==> src/rtl/alu_issue_ctrl.sv <==
// Operand-mux select sequencer: decodes the RV32I opcode into ALU1/ALU2 source selects,
// delays them PIPE_DEPTH cycles to meet the delayed PC, squashes on redirect, counts issues.
module alu_issue_ctrl #(
  parameter int REG_LEN    = 32,
  parameter int PIPE_DEPTH = 2,
  parameter int CNT_W      = 16
) (
  input  logic               clk,
  input  logic               rst,
  input  logic [REG_LEN-1:0] instr,
  input  logic               instr_valid,
  input  logic               branch_taken,
  output logic               alu1_sel,
  output logic               alu2_sel,
  output logic               ex_valid,
  output logic               illegal,
  output logic               flush_busy,
  output logic [CNT_W-1:0]   issue_cnt
);

  typedef enum logic { ALU1_RS = 1'b0, ALU1_PC  = 1'b1 } alu1_sel_e;
  typedef enum logic { ALU2_RS2 = 1'b0, ALU2_IMM = 1'b1 } alu2_sel_e;
  typedef enum logic { ST_RUN = 1'b0, ST_FLUSH = 1'b1 } state_e;

  typedef struct packed {
    logic      valid;
    logic      illegal;
    alu1_sel_e a1;
    alu2_sel_e a2;
  } slot_t;

  localparam logic [6:0] OPC_LOAD     = 7'b0000011;
  localparam logic [6:0] OPC_MISC_MEM = 7'b0001111;
  localparam logic [6:0] OPC_OP_IMM   = 7'b0010011;
  localparam logic [6:0] OPC_AUIPC    = 7'b0010111;
  localparam logic [6:0] OPC_STORE    = 7'b0100011;
  localparam logic [6:0] OPC_OP       = 7'b0110011;
  localparam logic [6:0] OPC_LUI      = 7'b0110111;
  localparam logic [6:0] OPC_BRANCH   = 7'b1100011;
  localparam logic [6:0] OPC_JALR     = 7'b1100111;
  localparam logic [6:0] OPC_JAL      = 7'b1101111;
  localparam logic [6:0] OPC_SYSTEM   = 7'b1110011;

  localparam int              FCNT_W    = $clog2(PIPE_DEPTH + 1);
  localparam logic [FCNT_W-1:0] FCNT_LOAD = FCNT_W'(PIPE_DEPTH);
  localparam slot_t           SLOT_EMPTY = '0;

  state_e            r_state, w_state_nxt;
  logic [FCNT_W-1:0] r_fcnt, w_fcnt_nxt;
  slot_t             r_slot [PIPE_DEPTH];
  slot_t             w_slot_in;
  logic [CNT_W-1:0]  r_issue_cnt;

  logic      w_legal;
  logic      w_accept;
  alu1_sel_e w_dec_a1;
  alu2_sel_e w_dec_a2;

  // Only the opcode field steers the operand muxes.
  logic w_unused_instr;
  assign w_unused_instr = ^instr[REG_LEN-1:7];

  // NOTE: every always_comb output gets a default before the case, so no path leaves it
  // unassigned and no latch is inferred.
  always_comb begin
    w_legal  = 1'b1;
    w_dec_a1 = ALU1_RS;
    w_dec_a2 = ALU2_RS2;
    case (instr[6:0])
      OPC_AUIPC, OPC_JAL, OPC_BRANCH: begin
        w_dec_a1 = ALU1_PC;
        w_dec_a2 = ALU2_IMM;
      end
      OPC_JALR, OPC_LOAD, OPC_STORE, OPC_OP_IMM, OPC_LUI, OPC_SYSTEM, OPC_MISC_MEM: begin
        w_dec_a2 = ALU2_IMM;
      end
      OPC_OP: ;
      default: w_legal = 1'b0;
    endcase
  end

  assign w_accept = instr_valid && (r_state == ST_RUN) && !branch_taken;

  always_comb begin
    w_slot_in = SLOT_EMPTY;
    if (w_accept) begin
      w_slot_in.valid   = w_legal;
      w_slot_in.illegal = !w_legal;
      if (w_legal) begin
        w_slot_in.a1 = w_dec_a1;
        w_slot_in.a2 = w_dec_a2;
      end
    end
  end

  // NOTE: the slot array is a handful of flops whose valid bits gate the outputs, not a RAM,
  // so every entry is cleared by reset.
  always_ff @(posedge clk or posedge rst) begin
    if (rst) begin
      for (int i = 0; i < PIPE_DEPTH; i++) r_slot[i] <= SLOT_EMPTY;
    end else begin
      // NOTE: non-blocking assignments make every stage sample the pre-edge value of the
      // stage before it, which is what turns this loop into a shift register.
      r_slot[0] <= w_slot_in;
      for (int i = 1; i < PIPE_DEPTH; i++) begin
        r_slot[i] <= branch_taken ? SLOT_EMPTY : r_slot[i-1];
      end
    end
  end

  always_ff @(posedge clk or posedge rst) begin
    if (rst) begin
      r_state <= ST_RUN;
      r_fcnt  <= '0;
    end else begin
      r_state <= w_state_nxt;
      r_fcnt  <= w_fcnt_nxt;
    end
  end

  // A redirect during FLUSH restarts the window so the new path gets a full drain.
  always_comb begin
    w_state_nxt = r_state;
    w_fcnt_nxt  = r_fcnt;
    case (r_state)
      ST_RUN: begin
        if (branch_taken) begin
          w_state_nxt = ST_FLUSH;
          w_fcnt_nxt  = FCNT_LOAD;
        end
      end
      ST_FLUSH: begin
        if (branch_taken) begin
          w_fcnt_nxt = FCNT_LOAD;
        end else if (r_fcnt == FCNT_W'(1)) begin
          w_state_nxt = ST_RUN;
          w_fcnt_nxt  = '0;
        end else begin
          w_fcnt_nxt = r_fcnt - FCNT_W'(1);
        end
      end
      default: begin
        w_state_nxt = ST_RUN;
        w_fcnt_nxt  = '0;
      end
    endcase
  end

  always_ff @(posedge clk or posedge rst) begin
    if (rst) begin
      r_issue_cnt <= '0;
    end else if (r_slot[PIPE_DEPTH-1].valid) begin
      r_issue_cnt <= r_issue_cnt + CNT_W'(1);
    end
  end

  assign alu1_sel   = r_slot[PIPE_DEPTH-1].a1;
  assign alu2_sel   = r_slot[PIPE_DEPTH-1].a2;
  assign ex_valid   = r_slot[PIPE_DEPTH-1].valid;
  assign illegal    = r_slot[PIPE_DEPTH-1].illegal;
  assign flush_busy = (r_state == ST_FLUSH);
  assign issue_cnt  = r_issue_cnt;

endmodule

==> config.mk <==
export PLATFORM = sky130hd
export DESIGN_NAME = alu_issue_ctrl
export DESIGN_NICKNAME = d
export VERILOG_FILES = /design/src/rtl/alu_issue_ctrl.sv
export SDC_FILE = /design/constraint.sdc
export NUM_CORES = 1
export LEC_CHECK = 0
export ABC_AREA = 1
export CAP_MARGIN = 20
export CORE_MARGIN = 2
export CORE_UTILIZATION = 41
export CTS_CLUSTER_SIZE = 28
export DETAILED_ROUTE_END_ITERATION = 8
export GPL_TIMING_DRIVEN = 1
export PLACE_DENSITY_LB_ADDON = 0.2
export SLEW_MARGIN = 10
export SYNTH_ARGS = -nofsm -noshare
export SYNTH_HDL_FRONTEND = slang
export SYNTH_SLANG_ARGS = --single-unit
==> constraint.sdc <==
create_clock -name clk -period 1.49 [get_ports clk]
set_input_delay 0.3725 -clock clk [delete_from_list [all_inputs] [get_ports clk]]
set_output_delay 0.3725 -clock clk [all_outputs]
set_load 0.02 [all_outputs]
# Yosys cells after proc, flatten, opt, wreduce, memory -nomap -nowiden
# Index checks and enable logic that the tools add are counted.
# word_totals
out_inout_bits	21
register_bits	27
input_bits	36
elab_cells	48
# op_classes
mux	14
reduce_logical	7
n_addsub	2
bitwise_logic	1
eq_ne	13
# ops
operator	count
7-bit equality test (second input constant)	4
7-bit by 6-bit equality test with 1-bit output (second input constant)	3
16-bit by 1-bit adder with 16-bit output (second input constant)	1
7-bit by 5-bit equality test with 1-bit output (second input constant)	2
11-bit OR reduction	1
10-bit OR reduction	1
2-bit 2-to-1 mux	4
4-bit 2-to-1 mux	2
7-bit by 2-bit equality test with 1-bit output (second input constant)	1
7-bit by 4-bit equality test with 1-bit output (second input constant)	1
1-bit 2-to-1 mux	6
2-bit case mux with 2 select lines	1
3-bit OR reduction	1
2-bit by 1-bit equality test with 1-bit output (second input constant)	1
1-bit logical AND	2
1-bit zero test	2
2-bit != test (second input constant)	1
1-bit case mux with 2 select lines	1
2-bit by 1-bit subtractor with 2-bit output (second input constant)	1
1-bit inverter	1

# Logic depth before layout (Yosys ltp)
# depth
depth_word	5
depth_mapped	8

# Worst setup path after synthesis
# Ideal clock, no wire load.
# synth_timing
path_type	reg-to-reg
startpoint	reg r_issue_cnt[0] (netlist: issue_cnt[0])
endpoint	reg r_issue_cnt[12] (netlist: issue_cnt[12])
setup_time_ns	0.121
slack_ns	0.007
required_ns	1.369
t_arrival_ns	1.363
path_stages_with_launch	7
period_less_slack_ns	1.483
cell_sequence	dfrtp_1 -> ha_1 -> nand2_2 -> nor3_4 -> nand3_2 -> o21ai_1 -> nand2_1
# synth_via
elab_chain_len	1
# synth_lines
element	line	text
from (decl)	52	logic [CNT_W-1:0] r_issue_cnt;
from (signal assigned)	153	r_issue_cnt <= r_issue_cnt + CNT_W'(1);
16-bit by 1-bit adder with 16-bit output	153	
# Every way passes these cells.
# A chain may end at the register's enable or synchronous reset.

# Final worst setup path
# layout_timing
startpoint	reg r_issue_cnt[11] (netlist: issue_cnt[11])
endpoint	out issue_cnt[11]
# layout_lines
element	line	text
to (decl)	18	output logic [CNT_W-1:0] issue_cnt
# No word-level cell between the ends.

==> impl_metrics.prom <==
# TYPE chip_impl_metric gauge
chip_impl_info{name="layout_commonest_cell",value="sky130_fd_sc_hd__nand2_1"} 1
chip_impl_metric{name="area_growth",unit="%"} 33.87
chip_impl_metric{name="pwrdens",unit="nW/µm²"} 763.2
chip_impl_metric{name="first_global_vias",unit=""} 1139
chip_impl_metric{name="clock_insertion_delay_at_the_later_pin_of_the_skew_report",unit="ps"} 320
chip_impl_metric{name="yosys_warnings",unit=""} 0
chip_impl_metric{name="die_height",unit="µm"} 60.64
chip_impl_metric{name="final_hold_viol_count",unit=""} 0
chip_impl_metric{name="worst-slew-pin-transition",unit="ps"} 332.2
chip_impl_metric{name="fin_crit_sh",unit="%"} 95.82
chip_impl_metric{name="vias_per_cell",unit=""} 4.650
chip_impl_metric{name="buffer_ports.inserted",unit=""} 31
chip_impl_metric{name="detailed_routed_wire_length_on_met3",unit="µm"} 104
chip_impl_metric{name="p_sw_share",unit="%"} 26.80
chip_impl_metric{name="chipWidth",unit="µm"} 60.64
chip_impl_metric{name="design.die.area",unit="µm²"} 3677
chip_impl_metric{name="postSynthNetCount",unit=""} 193
chip_impl_metric{name="timing.critical_path.buf_inv",unit=""} 1
chip_impl_metric{name="timing.fmax",unit="MHz"} 700.4
chip_impl_metric{name="finalWirelength",unit="mm"} 2.586
chip_impl_info{name="reg2reg_from",value="issue_cnt[1]$_DFFE_PP0P_"} 1
chip_impl_metric{name="timing.reg2reg.worst_path_depth",unit=""} 6
chip_impl_metric{name="multi_input_comb_area",unit="µm²"} 553.0
chip_impl_metric{name="netlist.area_leader.share",unit="%"} 51.38
chip_impl_metric{name="critPathRequiredTime",unit="ps"} 1120
chip_impl_metric{name="firstDrtPassIters",unit=""} 4
chip_impl_metric{name="peakVddDrop",unit="mV"} 0.5611
chip_impl_metric{name="sequential_cell_area",unit="µm²"} 675.6
chip_impl_metric{name="met2_wirelength",unit="mm"} 1.395
chip_impl_metric{name="gr-total-overflow",unit=""} 0
chip_impl_metric{name="num_io_pins",unit=""} 57
chip_impl_metric{name="grt_max_degree",unit=""} 28
chip_impl_metric{name="antenna_cells_inserted",unit=""} 0
chip_impl_metric{name="row_cnt",unit=""} 20
chip_impl_metric{name="drt_first_iter_violations",unit=""} 24
chip_impl_metric{name="route.detailed.wl_per_inst",unit="µm"} 10.51
chip_impl_metric{name="holdBufCountCts",unit=""} 0
chip_impl_metric{name="leakage",unit="nW"} 0.9328
chip_impl_metric{name="final-instance-count-excl-fill",unit=""} 246
chip_impl_info{name="type_of_the_worst_setup_path",value="flop to output pin"} 1
chip_impl_metric{name="syn_inst",unit=""} 155
chip_impl_metric{name="slew_headroom",unit="%"} 77.85
chip_impl_metric{name="routedLengthMet1",unit="mm"} 1.086
chip_impl_metric{name="detailroute.via_count",unit=""} 1144
chip_impl_metric{name="critical_path.max_fanout",unit=""} 4
chip_impl_info{name="root_buffer",value="sky130_fd_sc_hd__clkbuf_4"} 1
chip_impl_info{name="mostFrequentLayoutCells",value="sky130_fd_sc_hd__nand2_1 (34), sky130_fd_sc_hd__dfrtp_1 (27), sky130_fd_sc_hd__nor2_1 (25), sky130_fd_sc_hd__inv_1 (23), sky130_fd_sc_hd__dlygate4sd2_1 (13)"} 1
chip_impl_info{name="synth_top_area_cell",value="sky130_fd_sc_hd__dfrtp_1"} 1
chip_impl_metric{name="worst_setup_hold_path_clk_slew",unit="ps"} 130
chip_impl_info{name="rsz0062_at_grt",value="no"} 1
chip_impl_info{name="top_layer",value="met3"} 1
chip_impl_metric{name="synth.distinct_cells",unit=""} 19
chip_impl_metric{name="r2r_setup_slack",unit="ps"} 130
chip_impl_metric{name="power.sequential.fraction",unit="%"} 60.4
chip_impl_metric{name="worst_clock_skew",unit="ps"} 2.866
chip_impl_metric{name="int_power",unit="mW"} 0.9835
chip_impl_info{name="synthTopCellsByArea",value="sky130_fd_sc_hd__dfrtp_1 (51%), sky130_fd_sc_hd__nand2_1 (9.7%), sky130_fd_sc_hd__nor2_1 (7.1%)"} 1
chip_impl_metric{name="seq_total_area_yosys",unit="%"} 51.38
chip_impl_metric{name="drc",unit=""} 0
chip_impl_metric{name="design.final.nets",unit=""} 241
chip_impl_metric{name="hpwl",unit="mm"} 2.060
chip_impl_metric{name="antenna_violations_before_repair",unit=""} 0
chip_impl_metric{name="synthesized_area_per_cell",unit="µm²"} 8.484
chip_impl_info{name="cell_type_group_with_the_largest_total_delay_on_the_critical_path",value="flip-flops"} 1
chip_impl_metric{name="cts.repair_timing.setup_buffer_count",unit=""} 0
chip_impl_metric{name="antenna_violating_nets_post_route",unit=""} 0
chip_impl_metric{name="post_route_standard_cell_area_excluding_fillers",unit="µm²"} 1760
chip_impl_metric{name="post_route_cells_drive_above_1_share",unit="%"} 12.38
chip_impl_metric{name="core_region_area",unit="µm²"} 3053
chip_impl_metric{name="clk_path_buf_depth",unit=""} 2
chip_impl_metric{name="post_dp_cell_area",unit="µm²"} 1770
chip_impl_metric{name="yosys_register_bits",unit=""} 27
chip_impl_metric{name="grt_first_pass_wirelength",unit="mm"} 4.429
chip_impl_metric{name="rd_place_congestion",unit=""} 0.7582
chip_impl_metric{name="grt_usage",unit="%"} 16.15
chip_impl_metric{name="maxCapViolations",unit=""} 0
chip_impl_info{name="timing.critical_path.cells",value="clkdlybuf4s15_1"} 1
chip_impl_metric{name="crit_path_max_cell_delay",unit="ps"} 410
chip_impl_metric{name="synth_area",unit="µm²"} 1315
chip_impl_info{name="crit_path_end_kind",value="output pin"} 1
chip_impl_metric{name="arrival",unit="ps"} 1060
chip_impl_info{name="cts_tree",value="done"} 1
chip_impl_metric{name="start_util",unit="%"} 43.07
chip_impl_metric{name="cts-htree-levels",unit=""} 1
chip_impl_metric{name="clkPwrFrac",unit="%"} 22.7
chip_impl_info{name="outcome",value="completed"} 1
chip_impl_metric{name="clock_sinks",unit=""} 27
chip_impl_metric{name="comb_power_share",unit="%"} 16.9
chip_impl_metric{name="power_switching",unit="mW"} 0.3600
chip_impl_info{name="hold_path_class",value="input port to async pin"} 1
chip_impl_metric{name="finalSetupViolations",unit=""} 0
chip_impl_metric{name="placed_cells",unit=""} 242
chip_impl_info{name="worstSetupStartpointType",value="flop"} 1
chip_impl_metric{name="timing.setup.tns",unit="ps"} 0
chip_impl_info{name="rr_endpoint",value="issue_cnt[12]$_DFFE_PP0P_"} 1
chip_impl_metric{name="cts_inserted_buffers",unit=""} 3
chip_impl_info{name="crit_path_top_delay_cell",value="sky130_fd_sc_hd__dfrtp_1"} 1
chip_impl_metric{name="finalMaxSlewViolations",unit=""} 0
chip_impl_metric{name="layout_min_cycle_time",unit="ps"} 1428
chip_impl_metric{name="final.fill_count",unit=""} 300
cell families after synthesis:
family	share of synthesized area (%)
XOR/XNOR	9.324
adder cells (fa/ha/maj)	1.903
AO/OA/AOI/OAI	3.234
multiplexers	0.8563
AND/OR/NAND/NOR	26.74
buffers and inverters	6.565
flip-flops	51.38
power by group through the flow:
| stage | registers (mW) | logic, mW | clock network (mW) |
|---|---|---|---|
| finish | 0.811 | 0.227 | 0.305 |
| global route | 0.816 | 0.258 | 0.345 |
| CTS | 0.811 | 0.233 | 0.324 |
| detailed placement | 0.826 | 0.244 | 0 |
| global placement | 0.823 | 0.224 | 0 |
| floorplan | 0.845 | 0.0977 | 0 |
state kept, by name, indices dropped and copies added (netlist names):
register	count
ex_valid	1
r_slot	4
illegal	1
alu2_sel	1
issue_cnt	16
alu1_sel	1
r_fcnt	2
flush_busy	1
worst min-delay path: stages:
cell and delay [ps]:
sky130_fd_sc_hd__clkdlybuf4s50_1 390, sky130_fd_sc_hd__inv_1 50, sky130_fd_sc_hd__buf_4 310
how the worst max path moves through the flow:
| stage | from | depth (start not counted) | slack (ps) | end |
|---|---|---|---|---|
| floorplan | issue_cnt[0]$_DFFE_PP0P_ | 6 | 7 | issue_cnt[12]$_DFFE_PP0P_ |
| global placement | instr[2] | 8 | -160 | r_slot[7]$_DFF_PP0_ |
| detailed placement | instr[2] | 8 | -210 | r_slot[7]$_DFF_PP0_ |
| CTS | issue_cnt[3]$_DFFE_PP0P_ | 1 | 10 | issue_cnt[3] |
| global route | ex_valid$_DFF_PP0_ | 1 | 2 | ex_valid |
| finish | issue_cnt[11]$_DFFE_PP0P_ | 1 | 60 | issue_cnt[11] |
timing repair:
item | in CTS | in global routing
resized for setup | 23 | 10
setup endpoints to repair | 21 | 10
pin swaps | 0 | 1
routing by layer:
metal / up-vias / global-route usage, %
met1: 549 / 15.49
met5: - / 0
li1: 575 / -
met3: 0 / 4.478
met4: 0 / 3.727
met2: 20 / 33.18
cell usage after synthesis:
master,number
sky130_fd_sc_hd__a21oi_1,5
sky130_fd_sc_hd__dfrtp_1,27
sky130_fd_sc_hd__ha_1,2
sky130_fd_sc_hd__inv_1,23
sky130_fd_sc_hd__mux2_2,1
sky130_fd_sc_hd__nand2_1,34
sky130_fd_sc_hd__nand2_2,1
sky130_fd_sc_hd__nand3_1,8
sky130_fd_sc_hd__nand3_2,1
sky130_fd_sc_hd__nand4_1,4
sky130_fd_sc_hd__nor2_1,25
sky130_fd_sc_hd__nor2_2,2
sky130_fd_sc_hd__nor3_1,4
sky130_fd_sc_hd__nor3_4,1
sky130_fd_sc_hd__o21ai_0,1
sky130_fd_sc_hd__o21ai_1,1
sky130_fd_sc_hd__o21bai_1,1
sky130_fd_sc_hd__xnor2_1,4
sky130_fd_sc_hd__xor2_1,10
final cells by class:
class	instances	share of cell area, %
Sequential cell	27	38.38
Multi-Input combinational cell	105	31.41
Clock buffer	4	1.493
Tap cell	44	3.127
Timing Repair Buffer	43	20.68
Inverter	23	4.904
per-stage QoR:
stage | utilization [%] | worst slack, ps | hold WS [ps] | total power, mW
after floorplan | - | 6.735 | 425.2 | 0.9428
after global placement | 57.99 | -155.8 | 442.6 | 1.047
after detailed placement | 57.99 | -205.5 | 462.0 | 1.071
after CTS | 58.07 | 9.743 | 389.9 | 1.369
after global routing | 57.66 | 1.802 | 449.0 | 1.419
final | 57.66 | 62.33 | 390.0 | 1.344
No activity file was read; power rests on OpenSTA's default activity.
